`config.mk`:
```
export PLATFORM = sky130hd
export DESIGN_NAME = serial_to_parallel_flat
export DESIGN_NICKNAME = d
export VERILOG_FILES = /design/src/rtl/rsa_uart_pkg.sv /design/src/rtl/serial_to_parallel_if.sv /design/src/rtl/s2p_timeout_timer.sv /design/src/rtl/serial_to_parallel.sv /design/src/flat_wrapper.sv
export SDC_FILE = /design/constraint.sdc
export NUM_CORES = 1
export LEC_CHECK = 0
export BUFFER_PORTS_ARGS = -buffer_cell sky130_fd_sc_hd__buf_2
export CAP_MARGIN = 20
export CELL_PAD_IN_SITES_DETAIL_PLACEMENT = 1
export CELL_PAD_IN_SITES_GLOBAL_PLACEMENT = 1
export CORE_UTILIZATION = 40
export DETAILED_ROUTE_END_ITERATION = 16
export PLACE_DENSITY = 0.83
export SETUP_SLACK_MARGIN = 0.5
export SYNTH_ARGS = -nofsm -noshare
export SYNTH_HDL_FRONTEND = slang
export SYNTH_SLANG_ARGS = --single-unit
```
`constraint.sdc`:
```
create_clock -name clk -period 3.9 [get_ports clk]
set_input_delay 0.39 -clock clk [delete_from_list [all_inputs] [get_ports clk]]
set_output_delay 0.39 -clock clk [all_outputs]
set_load 0.01 [all_outputs]
```
`src/rtl/rsa_uart_pkg.sv`:
```
// rsa_uart_pkg: shared types and defaults for the RSA UART link
package rsa_uart_pkg;
  typedef enum logic [1:0] {IDLE, COLLECT, FULL} state_t;
  localparam int BYTE_W = 8;
  localparam int DEF_N = 256;
  localparam int DEF_TIMEOUT_CYCLES = 1000000;
endpackage

```
`src/rtl/serial_to_parallel_if.sv`:
```
// serial_to_parallel_if: byte-in / word-out handshake bundle for the deserializer
//   master drives rx_valid, rx_byte, word_ready; slave (the deserializer) drives the rest
interface serial_to_parallel_if
  import rsa_uart_pkg::*;
#(
  parameter int N = DEF_N
);
  logic rx_valid;
  logic [BYTE_W-1:0] rx_byte;
  logic word_ready;
  logic word_valid;
  logic [N-1:0] word;
  logic busy;
  logic overrun;
  logic timeout;
  modport master (
    output rx_valid, rx_byte, word_ready,
    input word_valid, word, busy, overrun, timeout
  );
  modport slave (
    input rx_valid, rx_byte, word_ready,
    output word_valid, word, busy, overrun, timeout
  );
endinterface

```
`src/rtl/s2p_timeout_timer.sv`:
```
// s2p_timeout_timer: counts idle cycles while run is high and flags expiry
//   clk, rst : clock and synchronous active-high reset
//   clear    : a byte arrived this cycle, restart the count
//   run      : deserializer is collecting a partial word
//   expired  : LIMIT idle cycles have elapsed with no clear
module s2p_timeout_timer
  import rsa_uart_pkg::*;
#(
  parameter int LIMIT = DEF_TIMEOUT_CYCLES
) (
  input  logic clk,
  input  logic rst,
  input  logic clear,
  input  logic run,
  output logic expired
);
  localparam int W = $clog2(LIMIT + 1);
  logic [W-1:0] cnt;
  always_ff @(posedge clk)
    cnt <= (rst || clear || !run) ? '0 : cnt + W'(1);
  // a byte in the expiry cycle wins over the timeout
  assign expired = run && !clear && cnt == W'(LIMIT - 1);
endmodule

```
`src/rtl/serial_to_parallel.sv`:
```
// serial_to_parallel: assembles N/8 UART bytes, MSB byte first, into one N-bit word
//   clk, rst : clock and synchronous active-high reset
//   s        : slave modport of serial_to_parallel_if (rx_valid/rx_byte in, word_valid/word
//              out with word_ready handshake, busy, overrun and timeout pulses)
//   Define S2P_TIMEOUT_EN to discard partial words after TIMEOUT_CYCLES idle cycles.
module serial_to_parallel
  import rsa_uart_pkg::*;
#(
  parameter int N = DEF_N,
  parameter int CNT_W = 6,
  parameter int TIMEOUT_CYCLES = DEF_TIMEOUT_CYCLES
) (
  input logic clk,
  input logic rst,
  serial_to_parallel_if.slave s
);
  localparam logic [CNT_W-1:0] LAST = CNT_W'(N / BYTE_W - 1);
  if (N % BYTE_W != 0 || N < 16 || (2 ** CNT_W) <= N / BYTE_W || TIMEOUT_CYCLES < 1) begin : g_bad
    $error("serial_to_parallel: illegal parameter combination");
  end
  state_t state;
  logic [N-1:0] sr;
  logic [CNT_W-1:0] count;
  logic word_valid, busy, overrun, timeout, expired;
  logic [N-1:0] shifted;
  assign shifted = {sr[N-BYTE_W-1:0], s.rx_byte};
`ifdef S2P_TIMEOUT_EN
  s2p_timeout_timer #(.LIMIT(TIMEOUT_CYCLES)) u_timer (
    .clk(clk),
    .rst(rst),
    .clear(s.rx_valid),
    .run(state == COLLECT),
    .expired(expired)
  );
`else
  assign expired = 1'b0;
`endif
  always_ff @(posedge clk) begin
    if (rst) begin
      state <= IDLE;
      sr <= '0;
      count <= '0;
      word_valid <= 1'b0;
      busy <= 1'b0;
      overrun <= 1'b0;
      timeout <= 1'b0;
    end else begin
      overrun <= 1'b0;
      timeout <= 1'b0;
      case (state)
        IDLE: if (s.rx_valid) begin
          sr <= shifted;
          count <= CNT_W'(1);
          state <= COLLECT;
          busy <= 1'b1;
        end
        COLLECT: if (s.rx_valid) begin
          sr <= shifted;
          count <= (count == LAST) ? '0 : count + CNT_W'(1);
          if (count == LAST) begin
            state <= FULL;
            word_valid <= 1'b1;
            busy <= 1'b0;
          end
        end else if (expired) begin
          sr <= '0;
          count <= '0;
          state <= IDLE;
          busy <= 1'b0;
          timeout <= 1'b1;
        end
        FULL: if (s.word_ready) begin
          // a byte arriving with the transfer starts the next word
          word_valid <= 1'b0;
          state <= s.rx_valid ? COLLECT : IDLE;
          busy <= s.rx_valid;
          if (s.rx_valid) begin
            sr <= shifted;
            count <= CNT_W'(1);
          end
        end else if (s.rx_valid) overrun <= 1'b1;
        default: state <= IDLE;
      endcase
    end
  end
  assign s.word_valid = word_valid;
  assign s.word = sr;
  assign s.busy = busy;
  assign s.overrun = overrun;
  assign s.timeout = timeout;
endmodule
```
`src/flat_wrapper.sv`:
```
// flat-port wrapper written by rule: the top's interface ports become plain ports
module serial_to_parallel_flat import rsa_uart_pkg::*;
#(
  parameter int N = DEF_N,
  parameter int CNT_W = 6,
  parameter int TIMEOUT_CYCLES = DEF_TIMEOUT_CYCLES
)
  (clk, rst, s_rx_valid, s_rx_byte, s_word_ready, s_word_valid, s_word, s_busy, s_overrun, s_timeout);
  serial_to_parallel_if #(.N(N)) s_i ();
  input logic clk;
  input logic rst;
  input wire logic [$bits(s_i.rx_valid)-1:0] s_rx_valid;
  input wire logic [$bits(s_i.rx_byte)-1:0] s_rx_byte;
  input wire logic [$bits(s_i.word_ready)-1:0] s_word_ready;
  output wire logic [$bits(s_i.word_valid)-1:0] s_word_valid;
  output wire logic [$bits(s_i.word)-1:0] s_word;
  output wire logic [$bits(s_i.busy)-1:0] s_busy;
  output wire logic [$bits(s_i.overrun)-1:0] s_overrun;
  output wire logic [$bits(s_i.timeout)-1:0] s_timeout;
  assign s_i.rx_valid = s_rx_valid;
  assign s_i.rx_byte = s_rx_byte;
  assign s_i.word_ready = s_word_ready;
  assign s_word_valid = s_i.word_valid;
  assign s_word = s_i.word;
  assign s_busy = s_i.busy;
  assign s_overrun = s_i.overrun;
  assign s_timeout = s_i.timeout;
  serial_to_parallel #(.N(N), .CNT_W(CNT_W), .TIMEOUT_CYCLES(TIMEOUT_CYCLES)) u_core (.clk(clk), .rst(rst), .s(s_i));
endmodule
```
---- Word level (Yosys, flattened, before mapping) ----
Index checks and enable logic that the tools add are counted.
word-level totals
  flip-flop bits (word level) ............. 267
  latch bits .............................. 0
  memory bits (writable) .................. 0
  ROM bits ................................ 0
  input bits .............................. 12
  output and inout port bits .............. 260
  memories kept ........................... 0
operators by class
  $add $sub $neg .......................... 1
  $mul .................................... 0
  divide/modulo/power cells ............... 0
  magnitude comparators ................... 0
  eq/ne operators ......................... 7
  shift operators ......................... 0
  muxes and demuxes ....................... 24
  bitwise operators ....................... 1
  reduce and logical (&&, ||, !) cells .... 11
operator list
  cell                   count
  $mux W256              2
  $pmux W256 S2          1
  $mux W6                4
  $pmux W6 S3            1
  $mux W1                9
  $mux W2                4
  $reduce_and A4 Y1      2
  $add A6 B1 Y6 const B  1
  $eq A6 B5 Y1 const B   1
  $ne A2 B2 Y1 const B   3
  $pmux W2 S3            1
  $reduce_and A5 Y1      1
  $reduce_bool A2 Y1     2
  $pmux W1 S3            1
  $reduce_and A3 Y1      1
  $reduce_bool A3 Y1     1
  $reduce_or A3 Y1       1
  $eq A2 B1 Y1 const B   1
  $eq A2 B2 Y1 const B   1
  $logic_not A2 Y1       1
  $ne A2 B1 Y1 const B   1
  $pmux W1 S2            1
  $reduce_and A2 Y1      1
  $reduce_or A2 Y1       1
  $not A1 Y1             1

---- Longest topological paths before layout ----
  word-level depth ........................ 4
  depth in mapped cells ................... 7
  mapped depth without buffers ............ 5

---- Least setup slack after synthesis ----
OpenSTA, ideal clock, no wires.
  kind .................................... in2reg
  from .................................... in s_rx_valid
  to ...................................... reg u_core.sr[226] (netlist: u_core.s.word[226])
  library setup time ...................... 70 ps
  data arrival time ....................... 1353 ps
  data required time ...................... 3830 ps
  path slack .............................. 2476 ps
  stages on the path ...................... 7
  path through ............................ buf_2 inv_1 a21oi_4 buf_2 buf_2 nand2_1 a21oi_1
on the way
  longest elaborated chain between the ends .. 3
RTL lines
  item                  line                      source
  from (decl)           flat_wrapper.sv:12        input wire logic [$bits(s_i.rx_valid)-1:0] s_rx_valid;
  $mux W256 *           --
  $mux W256             --
  $pmux W256 S2 *       --
  to (signal assigned)  serial_to_parallel.sv:52  sr <= shifted;
  to (signal assigned)  serial_to_parallel.sv:58  sr <= shifted;
  to (signal assigned)  serial_to_parallel.sv:78  sr <= shifted;
  to (decl)             serial_to_parallel.sv:22  logic [N-1:0] sr;
Every way passes the cells marked *; elsewhere a longest branch is shown, timed or not. The select of a mux whose other input is x is not followed.
A chain may end at the register's enable or synchronous reset.

---- Worst setup path after layout ----
  from .................................... reg u_core.state[0]
  to ...................................... reg u_core.sr[201] (netlist: u_core.s.word[201])
on the way
  longest elaborated chain between the ends .. 4
  elaborated cells on any way between the ends .. 8
  those cells by class .................... eq/ne (3); mux (1); reduce/logical (4)
RTL lines
  item                                                     line                      source
  from (decl)                                              serial_to_parallel.sv:21  state_t state;
  from (signal assigned)                                   serial_to_parallel.sv:75  state <= s.rx_valid ? COLLECT : IDLE;
  $eq A2 B1 Y1 / $logic_not A2 Y1 (equally long branches)  serial_to_parallel.sv:50  case (state)
  $reduce_or A2 Y1 (no source line)                        --
  $reduce_bool A2 Y1 (no source line)                      --
  $reduce_and A2 Y1 (no source line)                       --
Several ways; a longest one is shown, not always the timed one.

==> results.sh <==
export IMPL_ctsHoldBuffers=0
export IMPL_setup_slack_ns=2.023
export IMPL_synthArstFlopShare_pct=0
export IMPL_gp_congestion=0.7716
export IMPL_cts_resized=0
export IMPL_synthTopCellsByArea="dfxtp_1 57%, nand2_1 21%, a21oi_1 14%"
export IMPL_r2r_cells=6
export IMPL_cts_buffer_depth=3
export IMPL_die_w_um=154.9
export IMPL_drtIter0Drc=395
export IMPL_power_density_nw_per_um2=478.6
export IMPL_portBuffers=270
export IMPL_die_height_um=154.9
export IMPL_critPathRequiredTime_ns=4.35
export IMPL_gr_total_overflow=0
export IMPL_slowest_delay_ns=0.49
export IMPL_timing_rr_end="u_core.s.word[201]"
export IMPL_reg2reg_from="u_core.state[0]"
export IMPL_start_util_pct=41.07
export IMPL_crit_arrival_ns=2.33
export IMPL_clock_skew_ns=0.009228
export IMPL_status="completed"
export IMPL_num_vias=8527
export IMPL_max_freq_ghz=0.5328
export IMPL_rrSetupSlack_ns=2.02
export IMPL_finalHoldViolations=0
export IMPL_slew_headroom_pct=42.26
export IMPL_insertion_delay_ns=0.53
export IMPL_utilization_pct=51.78
export IMPL_grt_pass1_wl_um=42990
export IMPL_cts_tree="built"
export IMPL_worst_pin_slew_ns=0.8661
export IMPL_ys_ff_latch=267
export IMPL_layout_drive_gt1_share_pct=23.56
export IMPL_syn_to_final_growth_pct=26.07
export IMPL_synth_commonest_cells="514 x nand2_1, 267 x dfxtp_1, 259 x a21oi_1"
export IMPL_cp_end_kind="flip-flop"
export IMPL_layout_cells_non_filler=1735
export IMPL_synthesis_instances=1177
export IMPL_grt_pass1_vias=8479
export IMPL_drv_cap=0
export IMPL_yosys_warnings=0
export IMPL_synth_most_common_cell="nand2_1"
export IMPL_dieArea_um2=24000
export IMPL_grt_use_total_pct=21.61
export IMPL_synth_area_per_cell_um2=7.948
export IMPL_leakage_uw=0.004814
export IMPL_root_buffer="clkbuf_16"
export IMPL_startpoint_type="flip-flop"
export IMPL_drt_first_pass_iters=4
export IMPL_post_route_period_util_pct=48.13
export IMPL_worst_path_buf_inv=2
export IMPL_crit_family="buffers and inverters"
export IMPL_syn_nets=1190
export IMPL_ant_nets=0
export IMPL_slew_violations=0
export IMPL_synth_top_flop_cell="dfxtp_1"
export IMPL_cts_htree_levels=1
export IMPL_worstPathMaxFanout=28
export IMPL_cp_slowest_cell="dfxtp_1"
export IMPL_antenna_found_initial=0
export IMPL_path_cells="nor2b_1 > o21ai_4 > buf_12 > buf_4 > nand2_1 > a21oi_1"
export IMPL_grt_max_degree=143
export IMPL_crit_end="u_core.s.word[201]"
export IMPL_fin_crit_ns=1.877
export IMPL_core_um2=22780
export IMPL_cts_setup_buffers=0
export IMPL_routedWlPerCell_um=15.47
export IMPL_fp_row_count=55
export IMPL_hold_class="primary input to flip-flop"
export IMPL_final_nets=1415
export IMPL_antenna_cells=0
export IMPL_synth_edf_count=0
export IMPL_drc=0
export IMPL_clkTransAtPathRegs_ns=0.06
export IMPL_cp_depth=6
export IMPL_wl_um=26850
export IMPL_ioPinCount=272
export IMPL_vias_per_cell=4.915
export IMPL_ys_types=37
export IMPL_setup_viol=0
export IMPL_place_hpwl_um=17330
export IMPL_cts_made_buffers=29
export IMPL_setup_tns_ns=0
export IMPL_dp_cells=1683
export IMPL_rsz0062_at_grt="no"
export IMPL_peakVddDrop_mv=0.3610
export IMPL_yosysTopAreaCellShare_pct=57.14
export IMPL_critPathKind="flip-flop to flip-flop"
export IMPL_syn_area_um2=9355
export IMPL_synth_top_area_cell="dfxtp_1"
export IMPL_pre_cts_slack_ns=1.542
export IMPL_cts_sinks=267
export IMPL_crit_start="u_core.state[0]"
export IMPL_yosysSeqAreaShare_pct=57.14
area by class of cell:
type	count	area [µm²]
well taps	313	391.6
inverters	2	7.507
clock buffers	40	837.1
fillers	2873	10980
flip-flops and latches	267	5345
clock inverters	11	111.4
repair buffers	283	1558
multi-input cells	819	3543
registers in the layout, summed over array words and instances, names as in the netlist:
name                 flops
u_core.s.overrun         1
u_core.s.word_valid      1
u_core.count             6
u_core.s.word          256
u_core.state             2
u_core.s.busy            1
layer usage:
layer / part of all wire [%] / vias to the layer above / track usage, %
li1: - / 4236 / -
met1: 43 / 4039 / 26.61
met2: 47 / 213 / 36.53
met3: 7.8 / 39 / 6.630
met4: 1.9 / 0 / 5.752
met5: 0 / - / 0
per-stage QoR:
stage / hold slack [ns] / total power [µW] / cell area, µm²
finish: 0.09790 / 5644 / 11790
global route: 0.09305 / 5847 / 11790
global placement: 0.4393 / 3009 / 10830
floorplan: 0.4688 / 2959 / 9355
detailed placement: 0.4486 / 3009 / 10830
CTS: 0.07449 / 5715 / 11770
cell families after synthesis:
| kind of cell | after synthesis | share of synthesized area (%) |
|---|---|---|
| AOI/OAI and AO/OA | 275 | 15.23 |
| other | 1 | 0.04008 |
| and+or+nand+nor | 540 | 22.28 |
| buffers and inverters | 91 | 4.988 |
| adders and majority gates | 1 | 0.1337 |
| xor gates and xnor gates | 2 | 0.1873 |
| DFF | 267 | 57.14 |
layout by cell type, fill, tap and decap left out, types with 2 or more instances in the layout:
cell       instances
bufinv_16          2
dfxtp_1          267
clkbuf_1           4
nor2_1             9
buf_12             8
a211oi_1           2
nor2b_1            2
o21ai_0            2
clkinv_2           7
nor3_1             2
clkbuf_8           8
buf_2            269
nand2_1          514
a21oi_1          259
buf_4              5
clkbuf_16         29
a31oi_1            3
nand4b_1           2
nand3_1            3
power by group:
part           switching (µW)  internal [µW]
Sequential               10.9           2740
Clock                    1070           1620
Combinational             155           44.4
Total                    1240           4400
worst min path at each step:
stage	startpoint	end	cells after the start
floorplan	u_core.count[5]	u_core.count[5]	2
global placement	u_core.s.word[252]	u_core.s.word[252]	2
detailed placement	u_core.s.word[251]	u_core.s.word[251]	2
CTS	s_rx_byte[7]	u_core.s.word[7]	3
global route	s_rx_byte[2]	u_core.s.word[2]	3
finish	s_rx_byte[1]	u_core.s.word[1]	3
tightest hold or removal path, delay by kind of cell:
kind / cells / cell delay [ns]
AO/OA/AOI/OAI: 1 / 0.05
buffers and inverters: 1 / 0.09
AND/OR/NAND/NOR: 1 / 0.04
No activity file was read; power rests on OpenSTA's default activity.
